===== src/rtl/zstr_sink_fifo.sv =====
`default_nettype none
// ============================================================================
//  Module      : zstr_sink_fifo
//  Description : Register-array queue of expected entries. Any depth >= 2,
//                pointers wrap explicitly so non power-of-two depths work.
//  Ports       : clk, rst      clock, asynchronous active-high reset
//                i_push/i_data write request (ignored when full)
//                i_pop         pop request (ignored when empty)
//                o_head        entry at the read pointer
//                o_full/o_empty/o_level  occupancy status
//  Revision    : 1.0  initial release
// ============================================================================
module zstr_sink_fifo #(
    parameter int unsigned W  = 8,
    parameter int unsigned LN = 4
) (
    input  logic                     clk,
    input  logic                     rst,
    input  logic                     i_push,
    input  logic [W-1:0]             i_data,
    input  logic                     i_pop,
    output logic [W-1:0]             o_head,
    output logic                     o_full,
    output logic                     o_empty,
    output logic [$clog2(LN+1)-1:0]  o_level
);

    localparam int unsigned          C_PTR_W    = $clog2(LN);
    localparam int unsigned          C_LVL_W    = $clog2(LN + 1);
    localparam logic [C_PTR_W-1:0]   C_PTR_LAST = C_PTR_W'(LN - 1);

    logic [W-1:0]       r_mem_q [LN];
    logic [W-1:0]       w_mem_d [LN];
    logic [C_PTR_W-1:0] r_wpt_q, w_wpt_d;
    logic [C_PTR_W-1:0] r_rpt_q, w_rpt_d;
    logic [C_LVL_W-1:0] r_level_q, w_level_d;
    logic               w_push;
    logic               w_pop;

    assign o_full  = (r_level_q == C_LVL_W'(LN));
    assign o_empty = (r_level_q == '0);
    assign o_level = r_level_q;
    assign o_head  = r_mem_q[r_rpt_q];

    assign w_push = i_push & ~o_full;
    assign w_pop  = i_pop & ~o_empty;

    always_comb begin
        w_mem_d   = r_mem_q;
        w_wpt_d   = r_wpt_q;
        w_rpt_d   = r_rpt_q;
        w_level_d = r_level_q;
        if (w_push) begin
            w_mem_d[r_wpt_q] = i_data;
            w_wpt_d = (r_wpt_q == C_PTR_LAST) ? '0 : r_wpt_q + C_PTR_W'(1);
        end
        if (w_pop) begin
            w_rpt_d = (r_rpt_q == C_PTR_LAST) ? '0 : r_rpt_q + C_PTR_W'(1);
        end
        // Simultaneous push and pop leaves occupancy unchanged
        case ({w_push, w_pop})
            2'b10:   w_level_d = r_level_q + C_LVL_W'(1);
            2'b01:   w_level_d = r_level_q - C_LVL_W'(1);
            default: w_level_d = r_level_q;
        endcase
    end

    always_ff @(posedge clk or posedge rst) begin
        if (rst) begin
            r_wpt_q   <= '0;
            r_rpt_q   <= '0;
            r_level_q <= '0;
        end else begin
            r_wpt_q   <= w_wpt_d;
            r_rpt_q   <= w_rpt_d;
            r_level_q <= w_level_d;
        end
    end

    // Payload storage needs no reset: occupancy alone decides validity
    always_ff @(posedge clk) begin
        r_mem_q <= w_mem_d;
    end

endmodule
`default_nettype wire


===== config.mk =====
export PLATFORM = sky130hd
export DESIGN_NAME = zstr_sink_fifo
export DESIGN_NICKNAME = d
export VERILOG_FILES = /design/src/rtl/zstr_sink_fifo.sv
export SDC_FILE = /design/constraint.sdc
export NUM_CORES = 1
export LEC_CHECK = 0
export BUFFER_PORTS_ARGS = -buffer_cell sky130_fd_sc_hd__buf_2
export CELL_PAD_IN_SITES_DETAIL_PLACEMENT = 1
export CELL_PAD_IN_SITES_GLOBAL_PLACEMENT = 1
export CORE_MARGIN = 3
export CORE_UTILIZATION = 45
export DETAILED_ROUTE_END_ITERATION = 8
export PLACE_DENSITY_LB_ADDON = 0.1
export SLEW_MARGIN = 20
export SYNTH_ARGS = -nofsm -noshare
export SYNTH_HDL_FRONTEND = slang
export SYNTH_SLANG_ARGS = --single-unit

===== constraint.sdc =====
create_clock -name clk -period 4.9 [get_ports clk]
set_clock_uncertainty 0.15 [all_clocks]
set_input_delay 0.98 -clock clk [delete_from_list [all_inputs] [get_ports clk]]
set_output_delay 0.98 -clock clk [all_outputs]
set_load 0.05 [all_outputs]

# [After elaboration in Yosys (flattened, before gate mapping)]
# Cells that the tools add are included.
[word_totals] input_bits=12 word_cells=37 register_bits=39
[op_classes] addsub=4 bitwise_logic=6 mux=9 n_lt_le_gt_ge=3 reduce_logical=3 n_eq_ne=5
[op_table] operator="$bwmux W32" count=1
[op_table] operator="$mux W8" count=3
[op_table] operator="$bmux W8 S2" count=1
[op_table] operator="$demux W8 S2" count=1
[op_table] operator="$eq A2 B2 Y1 const B" count=3
[op_table] operator="$ge A3 B3 Y1 const B" count=2
[op_table] operator="$not A2 Y3" count=2
[op_table] operator="$pmux W3 S2" count=1
[op_table] operator="$add A2 B1 Y2 const B" count=2
[op_table] operator="$mux W2" count=2
[op_table] operator="$add A3 B1 Y3 const B" count=1
[op_table] operator="$eq A3 B3 Y1 const B" count=1
[op_table] operator="$logic_not A3 Y1" count=1
[op_table] operator="$lt A3 B1 Y1 const B" count=1
[op_table] operator="$sub A3 B1 Y3 const B" count=1
[op_table] operator="$and A1 B1 Y1" count=2
[op_table] operator="$eq A2 B1 Y1 const B" count=1
[op_table] operator="$not A1 Y1" count=2
[op_table] operator="$reduce_bool A2 Y1" count=1
[op_table] operator="$logic_and A1 B1 Y1" count=1

# [Depth between registers and ports, before layout]
# Gate-level depths: netlist (run 1).
[logic_depth] word_depth=6 ltp_mapped=9 mapped_depth_nobuf=9

# [Least setup slack after synthesis (run 1)]
# OpenSTA, ideal clock, no wires.
[synth_path] path_kind="register to register" start="reg r_level_q[0] (netlist: o_level[0])" end="reg r_level_q[2] (netlist: o_level[2])" setup_time_ns=0.146 stages_incl_launch_ff=10 synth_period_minus_slack_ns=2.765 path_slack_ns=2.135 t_required_ns=4.604 arrival_time_ns=2.469 path_cell_list="dfrtp_1 -> nor3_2 -> nand2b_4 -> inv_1 -> ha_1 -> inv_1 -> fa_1 -> xor2_1 -> nor2_1 -> xor2_1"
[synth_via] elab_chain_len=5 word_cells_on_any_way=12 classes_between="add/sub: 2; eq/ne: 3; mux: 1; bitwise: 4; reduce/logical: 2"
[synth_rtl] element="start, declared" line="36" text="logic [C_LVL_W-1:0] r_level_q, w_level_d;"
[synth_rtl] element="start signal, assigned" line="76" text="r_level_q <= w_level_d;"
[synth_rtl] element="$logic_not A3 Y1 (*)" line="41" text="assign o_empty = (r_level_q == '0);"
[synth_rtl] element="net o_empty" line="24" text="output logic o_empty,"
[synth_rtl] element="$not A1 Y1 (*)" line="46" text="assign w_pop = i_pop & ~o_empty;"
[synth_rtl] element="$and A1 B1 Y1 (*)" line="46"
[synth_rtl] element="net w_pop" line="38" text="logic w_pop;"
[synth_rtl] element="$eq A2 B1 Y1 / $eq A2 B2 Y1 (equally long branches)" line="61" text="case ({w_push, w_pop})"
[synth_rtl] element="$pmux W3 S2 / $reduce_bool A2 Y1 (equally long branches)"
# The timed path passes the listed nets; every way through them passes the cells marked *.
# A chain may end at the register's enable or synchronous reset.

# [Worst setup path in the final report (run 1)]
[layout_path] start="reg r_rpt_q[0]" end="out o_head[6]"
[layout_via] elab_chain_len=4
[layout_rtl] element="start, declared" line="35" text="logic [C_PTR_W-1:0] r_rpt_q, w_rpt_d;"
[layout_rtl] element="start signal, assigned" line="75" text="r_rpt_q <= w_rpt_d;"
[layout_rtl] element="$not A2 Y3 (implied by the code)" line="43" text="assign o_head = r_mem_q[r_rpt_q];"
[layout_rtl] element="$bmux W8 S2" line="43"
[layout_rtl] element="$mux W8 (implied by the code) (2 in series)" line="43"
[layout_rtl] element="end, declared" line="22" text="output logic [W-1:0] o_head,"
# No other way between the ends. The select of a mux whose other input is x is not followed.

==> flow_summary.ini, run 1 <==
[final_layout]
layout_commonest_cell = edfxtp_1
syn_to_final_growth_pct = 15.0
nNetsFinal = 131
final_layout_size_suffix_gt1_share_pct = 45.1
layout.area.seq_um2 = 1140
diodes = 0
layout_common_cells = 32 x edfxtp_1, 24 x buf_2, 8 x inv_1, 8 x mux4_2, 7 x dfrtp_1
multi_input_area_um2 = 465
fillerInstances = 333

[critical_path]
r2r-end = o_level[2]
crit_type = reg -> out
worstPathArrival_ps = 1890
reg2reg_depth = 9
worstReg2RegStart = o_level[0]
ff2ff_setup_slack_ps = 2730
cp-end-kind = primary output
cp.required_ps = 3770
critPathLaunchType = flop
crit_fanout = 11

[route]
post_drt_wl_per_cell_um = 17.9
drtAntennaViolNets = 0
routed_wl_um = 2850
drtIter0Drc = 14
drc = 0
viasPerCell = 4.93
vias = 784
dr.pass1.iters = 2

[timing]
slew_viol_final = 0
period_share_pct = 61.7
final-setup-viol-count = 0
tns_ps = 0
hold_viol_final = 0
layout_setup_ws_ps = 1880
rsz0062_at_grt = false
max_slew_margin_pct = 58.7
whs_ps = 388
timing.fmax_mhz = 331
worstMarginPinSlew_ps = 620
period_needed_ps = 3020

[floorplanning]
start_util_pct = 48.0
dieArea_um2 = 4410
rows = 21
ios = 25
die_y_um = 66.4
core_area_um2 = 3420
die_w_um = 66.4

[clock_network]
htreeDepth = 2
root_buffer = clkbuf_4
cts.path.max_buffers = 2
cts.sinks = 39
clk_pin_slew_worst_paths_ps = 120
cts_hold_buf = 0
cts_resized = 0
numCtsBuffers = 5
postCtsSetupBuffers = 0
clk_latency_ps = 340
cts_tree = built

[placement]
dp_hpwl_um = 2030
port_buffers = 24
pre_cts_ws_ps = 2210
gp_congestion = 0.668

[power]
leakage_nw = 0.746
ir_drop_mv = 0.317
power.density_nw_per_um2 = 695

[status]
status = finished, final reports clean

[worst_hold_path]
min_path_type = in -> async

[logic_synthesis]
synthCells = 83
syn-cell-area_um2 = 1640
synth_nets = 102
synth.distinct_cells = 19
async_flop_share_pct = 17.9
synth-edff-count = 32
syn_avg_cell_area_um2 = 19.8
yosysSeqAreaShare_pct = 69.3
synth_seq_cells = 39
synthFlopType = edfxtp_1
yosysWarnings = 0

[grt]
grt_use_total_pct = 15.5
gr-total-overflow = 0
grt_pass1_vias = 851
grt_max_degree = 13
antenna_found_initial = 0
grt_pass1_wl_um = 4520

[flow_run]
max_cap_violations = 0
-- cell type report --
class	instances	share of cell area [%]
clock buffer	5	1.99
clock inverter	3	2.06
inverter	8	1.59
multi-input combinational	34	24.7
sequential	39	60.3
tap	46	3.05
timing repair buffer	24	6.37
-- flip-flops by register name (all words and copies together), names as in the netlist --
register and flops:
r_wpt_q 2, r_rpt_q 2, o_level 3, r_mem_q 32
-- power by group --
group          total [mW]  internal, mW  switching, mW
logic               0.569         0.206          0.363
registers           0.533         0.448         0.0851
clock network       0.208         0.105          0.103
total                1.31         0.759          0.551
-- synthesized netlist by cell type (2+ instances only) --
master	number	area [um2]
and2_2	4	30.0
mux2_4	3	45.0
xor2_1	2	17.5
edfxtp_1	32	961
ha_1	6	75.1
inv_1	8	30.0
mux4_2	8	180
nor2_1	3	11.3
dfrtp_1	7	175
-- logic make-up (layout without fill, tap and decap cells) --
family | Yosys count | count (layout) | share of synthesized area, %
buf+inv | 10 | 40 | 2.36
mux | 13 | 13 | 15.0
flops | 39 | 39 | 69.3
fa+ha+maj | 7 | 7 | 5.80
xor+xnor | 3 | 3 | 1.60
simple gates | 11 | 11 | 5.95
-- critical path: stages, from the launching register on --
cell and delay, ps:
dfrtp_1 750, mux4_2 580, buf_2 220
-- how the worst max path moves through the flow --
stage | startpoint | endpoint | slack, ps | depth (start not counted)
finish | r_rpt_q[0] | o_head[6] | 1880 | 2
CTS | r_rpt_q[0] | o_head[7] | 1820 | 2
global route | r_rpt_q[0] | o_head[1] | 1730 | 2
floorplan | o_level[0] | o_level[2] | 2140 | 9
global placement | r_rpt_q[0] | o_head[6] | 2250 | 2
detailed placement | r_rpt_q[0] | o_head[7] | 2210 | 2
-- metrics by stage --
stage	std cells	cell area, um2	utilization [%]	power, mW
finish	159	1890	55.2	1.31
global route	159	1890	55.2	1.39
CTS	159	1890	55.2	1.33
detailed placement	151	1810	53.0	1.12
global placement	151	1810	53.0	1.10
floorplan	83	1640	-	0.991
-- metal layers --
layer | GRT usage [%] | wire length (um) | part of all wire (%)
met1 | 16.7 | 1130 | 40
met2 | 26.4 | 1540 | 54
met3 | 6.29 | 131 | 4.6
met4 | 6.85 | 49 | 1.7
met5 | 0 | 0 | 0
Note: power is estimated with default switching activity, not from simulation.
==> inputs of run 2 (changes only) <==
Settings changed: ABC_AREA from default to 1, CORE_UTILIZATION 45 to 44.
Clock period 4.9 ns to 2.8 ns, I/O delays scaled along.
==> flow_summary.ini, run 2 <==
[timing]
slew_viol_final = 0
period_share_pct = 77.2
layout_setup_ws_ps = 638
rsz0062_at_grt = false
timing.fmax_mhz = 463
max_slew_margin_pct = 64.7
hold_viol_final = 0
period_needed_ps = 2160
final-setup-viol-count = 0
worstMarginPinSlew_ps = 528
tns_ps = 0

[route]
drtIter0Drc = 70
drtAntennaViolNets = 0
vias = 1124
dr.pass1.iters = 4
drc = 0
viasPerCell = 4.76
routed_wl_um = 3380
post_drt_wl_per_cell_um = 14.3

[final_layout]
layout_common_cells = 38 x nand2_1, 33 x inv_1, 32 x edfxtp_1, 24 x buf_2, 16 x o211ai_1
nNetsFinal = 206
fillerInstances = 409
fin_area_um2 = 2030
regMostFlops = r_mem_q
final_layout_size_suffix_gt1_share_pct = 20.7
layout_commonest_cell = nand2_1
syn_to_final_growth_pct = 14.3
largest_reg_flops = 32
diodes = 0

[logic_synthesis]
synth_top_area_cell = edfxtp_1
synthCells = 155
syn_avg_cell_area_um2 = 11.4
syn-cell-area_um2 = 1770
synth-edff-count = 32
yosysSeqAreaShare_pct = 64.1
synth.distinct_cells = 15
synth_common_cells = 38 x nand2_1, 33 x inv_1, 32 x edfxtp_1, 16 x o211ai_1, 7 x dfrtp_1
async_flop_share_pct = 17.9
synth.most_common_cell = nand2_1
synthFlopType = edfxtp_1
synth_nets = 174
yosysWarnings = 0
synth_seq_cells = 39
synthTopCellsByArea = edfxtp_1 54%, dfrtp_1 9.9%, nand2_1 8.0%
synth_top_area_share_pct = 54.2

[clock_network]
cts.sinks = 39
cts_hold_buf = 0
cts.path.max_buffers = 2
root_buffer = clkbuf_8
clk_pin_slew_worst_paths_ps = 70
htreeDepth = 2
cts_resized = 0
numCtsBuffers = 5
clk_latency_ps = 290
postCtsSetupBuffers = 0
cts_tree = built

[critical_path]
crit_fanout = 35
crit_start = r_rpt_q[0]
endpoint = o_head[3]
cp.required_ps = 2090
critPathLaunchType = flop
worstReg2RegStart = o_level[1]
ff2ff_setup_slack_ps = 810
reg2reg_depth = 10
crit_type = reg -> out
cp-end-kind = primary output
r2r-end = o_level[2]
worstPathArrival_ps = 1450

[placement]
gp_congestion = 0.783
dpl-instance-area_um2 = 1940
pre_cts_ws_ps = 819
port_buffers = 24
dp_hpwl_um = 2460

[floorplanning]
dieArea_um2 = 4830
start_util_pct = 47.0
ios = 25
die_y_um = 69.5
core_area_um2 = 3770
die_w_um = 69.5
rows = 22

[grt]
antenna_found_initial = 0
grt_pass1_wl_um = 5580
grt_use_total_pct = 15.3
gr-total-overflow = 0
grt_pass1_vias = 1180
grt_max_degree = 36

[power]
ir_drop_mv = 0.688
leakage_nw = 0.922
power.density_nw_per_um2 = 1190

[status]
status = finished, final reports clean

[flow_run]
max_cap_violations = 0

[worst_hold_path]
min_path_type = in -> async
-- run 2: changes by cell type after synthesis, sizes merged, moves of 2 or more --
cell | previous run | this run
and2 | 4 | 0
buf | 1 | 5
inv | 8 | 33
mux2 | 4 | 0
mux4 | 8 | 0
nand2 | 0 | 39
nand3 | 0 | 7
nor2 | 3 | 6
o211ai | 0 | 16
xor2 | 2 | 0
-- run 2: cell type report --
| type | instances | area, um2 | area share [%] |
|---|---|---|---|
| Clock buffer | 5 | 68.8 | 3.40 |
| Clock inverter | 3 | 15.0 | 0.741 |
| Inverter | 33 | 124 | 6.11 |
| Multi-Input combinational cell | 78 | 457 | 22.5 |
| Sequential cell | 39 | 1140 | 56.1 |
| Tap cell | 48 | 60.1 | 2.96 |
| Timing Repair Buffer | 30 | 165 | 8.15 |
-- run 2: power by group --
group,switching [mW],internal [mW]
Clock,0.192,0.169
Sequential,0.0609,0.780
Combinational,0.903,0.316
-- run 2: kinds of logic (layout without fill, tap and decap cells) --
kind of cell | count (synthesis) | after routing | synth area share (%)
flops | 39 | 39 | 64.1
xor+xnor | 1 | 1 | 0.494
compound gates | 17 | 17 | 7.06
buf+inv | 38 | 71 | 10.2
simple gates | 53 | 53 | 12.8
fa+ha+maj | 7 | 7 | 5.36
-- run 2: per-layer routing --
layer  global-route usage, %  part of all wire (%)
met1                    18.1                    44
met5                       0                     0
met2                    25.7                    50
met3                    4.49                   4.2
met4                    6.51                   1.9
-- run 2: worst min-delay path by stage --
stage,from,to,slack [ps],cells past startpoint
after detailed placement,o_level[0],o_level[0],340,1
after global routing,rst,o_level[1],60,2
after floorplan,rst,o_level[0],210,1
after global placement,o_level[0],o_level[0],330,1
after CTS,rst,o_level[1],50,2
final,rst,o_level[1],50,2
-- run 2: metrics by stage --
| step | hold slack [ps] | utilization [%] | power [mW] | std cells |
|---|---|---|---|---|
| 6_report | 50.1 | 53.7 | 2.42 | 236 |
| 5_1_grt | 63.0 | 53.7 | 2.60 | 236 |
| 4_1_cts | 52.5 | 53.7 | 2.45 | 236 |
| 3_5_place_dp | 335 | 51.5 | 2.09 | 228 |
| 3_3_place_gp | 328 | 51.5 | 2.05 | 228 |
| 2_1_floorplan | 213 | - | 1.83 | 155 |
-- run 2: worst max-delay path, cell delays in order, from the launching register on --
cell	delay (ps)
dfrtp_1	360
buf_4	230
nand2_1	120
o211ai_1	90
nand2_1	90
buf_2	260
==> inputs of run 3 (changes only) <==
Settings changed: CORE_UTILIZATION 44 to 40.
Clock period 2.8 ns to 1.9 ns, I/O delays scaled along.
==> flow_summary.ini, run 3 (same netlist as run 2, synthesis figures left out) <==
[status]
status = finished, final reports clean

[clock_network]
cts.sinks = 39
root_buffer = clkbuf_8
clk_pin_slew_worst_paths_ps = 70
cts_tree = built
clk_latency_ps = 280
cts.path.max_buffers = 2
numCtsBuffers = 5
htreeDepth = 2

[critical_path]
critPathLaunchType = flop
worst_path_most_repeated_cell = nand2_1
cp-end-kind = flop
crit_type = reg -> reg
crit_chain = inv_4 > nand3_4 > nand2_4 > ha_4 > inv_1 > fa_2 > nand2_1 > nand3_1 > nand2_1 > nand2_1
cp.required_ps = 1920
worstPathArrival_ps = 1890
max_stage_delay_ps = 440
crit_fanout = 6
cp_slowest_cell = dfrtp_2

[grt]
grt_max_degree = 36
grt_pass1_wl_um = 5630
grt_use_total_pct = 14.7
grt_pass1_vias = 1134
gr-total-overflow = 0
antenna_found_initial = 0

[route]
post_drt_wl_per_cell_um = 14.8
routed_wl_um = 3620
drtAntennaViolNets = 0
drtIter0Drc = 76
dr.pass1.iters = 4
drc = 0
viasPerCell = 4.73
vias = 1154

[floorplanning]
start_util_pct = 42.8
dieArea_um2 = 5270
ios = 25
die_y_um = 72.6
die_w_um = 72.6
rows = 23
core_area_um2 = 4140

[timing]
hold_viol_final = 0
final-setup-viol-count = 0
max_slew_margin_pct = 78.5
slew_viol_final = 0
tns_ps = 0
rsz0062_at_grt = true
timing.fmax_mhz = 537
period_share_pct = 98.1
worstMarginPinSlew_ps = 323
period_needed_ps = 1860

[flow_run]
max_cap_violations = 0

[final_layout]
syn_to_final_growth_pct = 24.6
multi_input_area_um2 = 489
layout_common_cells = 37 x nand2_1, 32 x edfxtp_1, 29 x inv_1, 16 x o211ai_1, 16 x buf_2
largest_reg_flops = 32
fillerInstances = 445
final_layout_size_suffix_gt1_share_pct = 28.9
diodes = 0
regMostFlops = r_mem_q
nNetsFinal = 212
fin_util_pct = 53.3
layout.area.seq_um2 = 1140
layout_commonest_cell = nand2_1

[placement]
dp_hpwl_um = 2400
port_buffers = 24
gp_congestion = 0.744

[power]
leakage_nw = 0.985
ir_drop_mv = 0.604
power.density_nw_per_um2 = 1870

[worst_hold_path]
min_path_type = in -> reg
## run 3: worst paths after layout
check | startpoint | end | slack (ps) | cells after the start
worst min-delay path | i_data[1] | r_mem_q[9] | 160 | 1
worst min register to register | r_wpt_q[1] | r_wpt_q[1] | 430 | 2
worst max-delay path | o_level[1] | o_level[2] | 40 | 10
min in group asynchronous | rst | r_rpt_q[0] | 430 | 3
max in group asynchronous | rst | o_level[0] | 900 | 3
worst max register to register | o_level[1] | o_level[2] | 40 | 10
## run 3: metrics by stage
| stage | instance area, um2 | total power, mW | hold slack (ps) | std cells | setup slack [ps] |
|---|---|---|---|---|---|
| after floorplan | 1790 | 2.75 | 33.2 | 155 | 7.55 |
| final | 2210 | 4.14 | 156 | 244 | 36.4 |
| after detailed placement | 1980 | 3.19 | 194 | 230 | 31.6 |
| after CTS | 2110 | 3.91 | 144 | 239 | 1.68 |
| after global placement | 1980 | 3.13 | 185 | 230 | 76.9 |
| after global routing | 2210 | 4.42 | 135 | 244 | -69.7 |
## run 3: report_power, final
group	internal (mW)	switching, mW	total [mW]
Combinational	0.748	1.45	2.20
Clock	0.391	0.282	0.673
Sequential	1.15	0.110	1.26
Total	2.29	1.84	4.14
## run 3: critical path: cells and delay by family, from the launching register on
kind,cells,cell delay [ps]
flip-flops,1,440
buffers and inverters,2,160
AND/OR/NAND/NOR,6,530
adder cells (fa/ha/maj),2,480
## run 3: final cells by class
| class | count | share of cell area [%] |
|---|---|---|
| clock buffers | 5 | 3.12 |
| clock inverters | 3 | 1.98 |
| inverters | 33 | 5.84 |
| multi-input cells | 78 | 22.2 |
| flip-flops and latches | 39 | 51.6 |
| well taps | 50 | 2.83 |
| repair buffers | 36 | 12.5 |
## run 3: per-layer routing
layer / GRT usage (%) / share of wire [%] / vias to the layer above
met5: 0 / 0 / -
met4: 4.92 / 0.66 / 0
met3: 4.82 / 3.2 / 2
met2: 24.3 / 53 / 17
met1: 18.1 / 43 / 549
li1: - / - / 586
## run 3: repair_timing
action | in CTS | in global routing
gates resized for setup | 4 | 22
hold buffers | 1 | 0
hold endpoints to repair | 7 | 0
endpoints found under the setup margin | 8 | 10
pin swaps | 0 | 3
setup buffers | 0 | 5
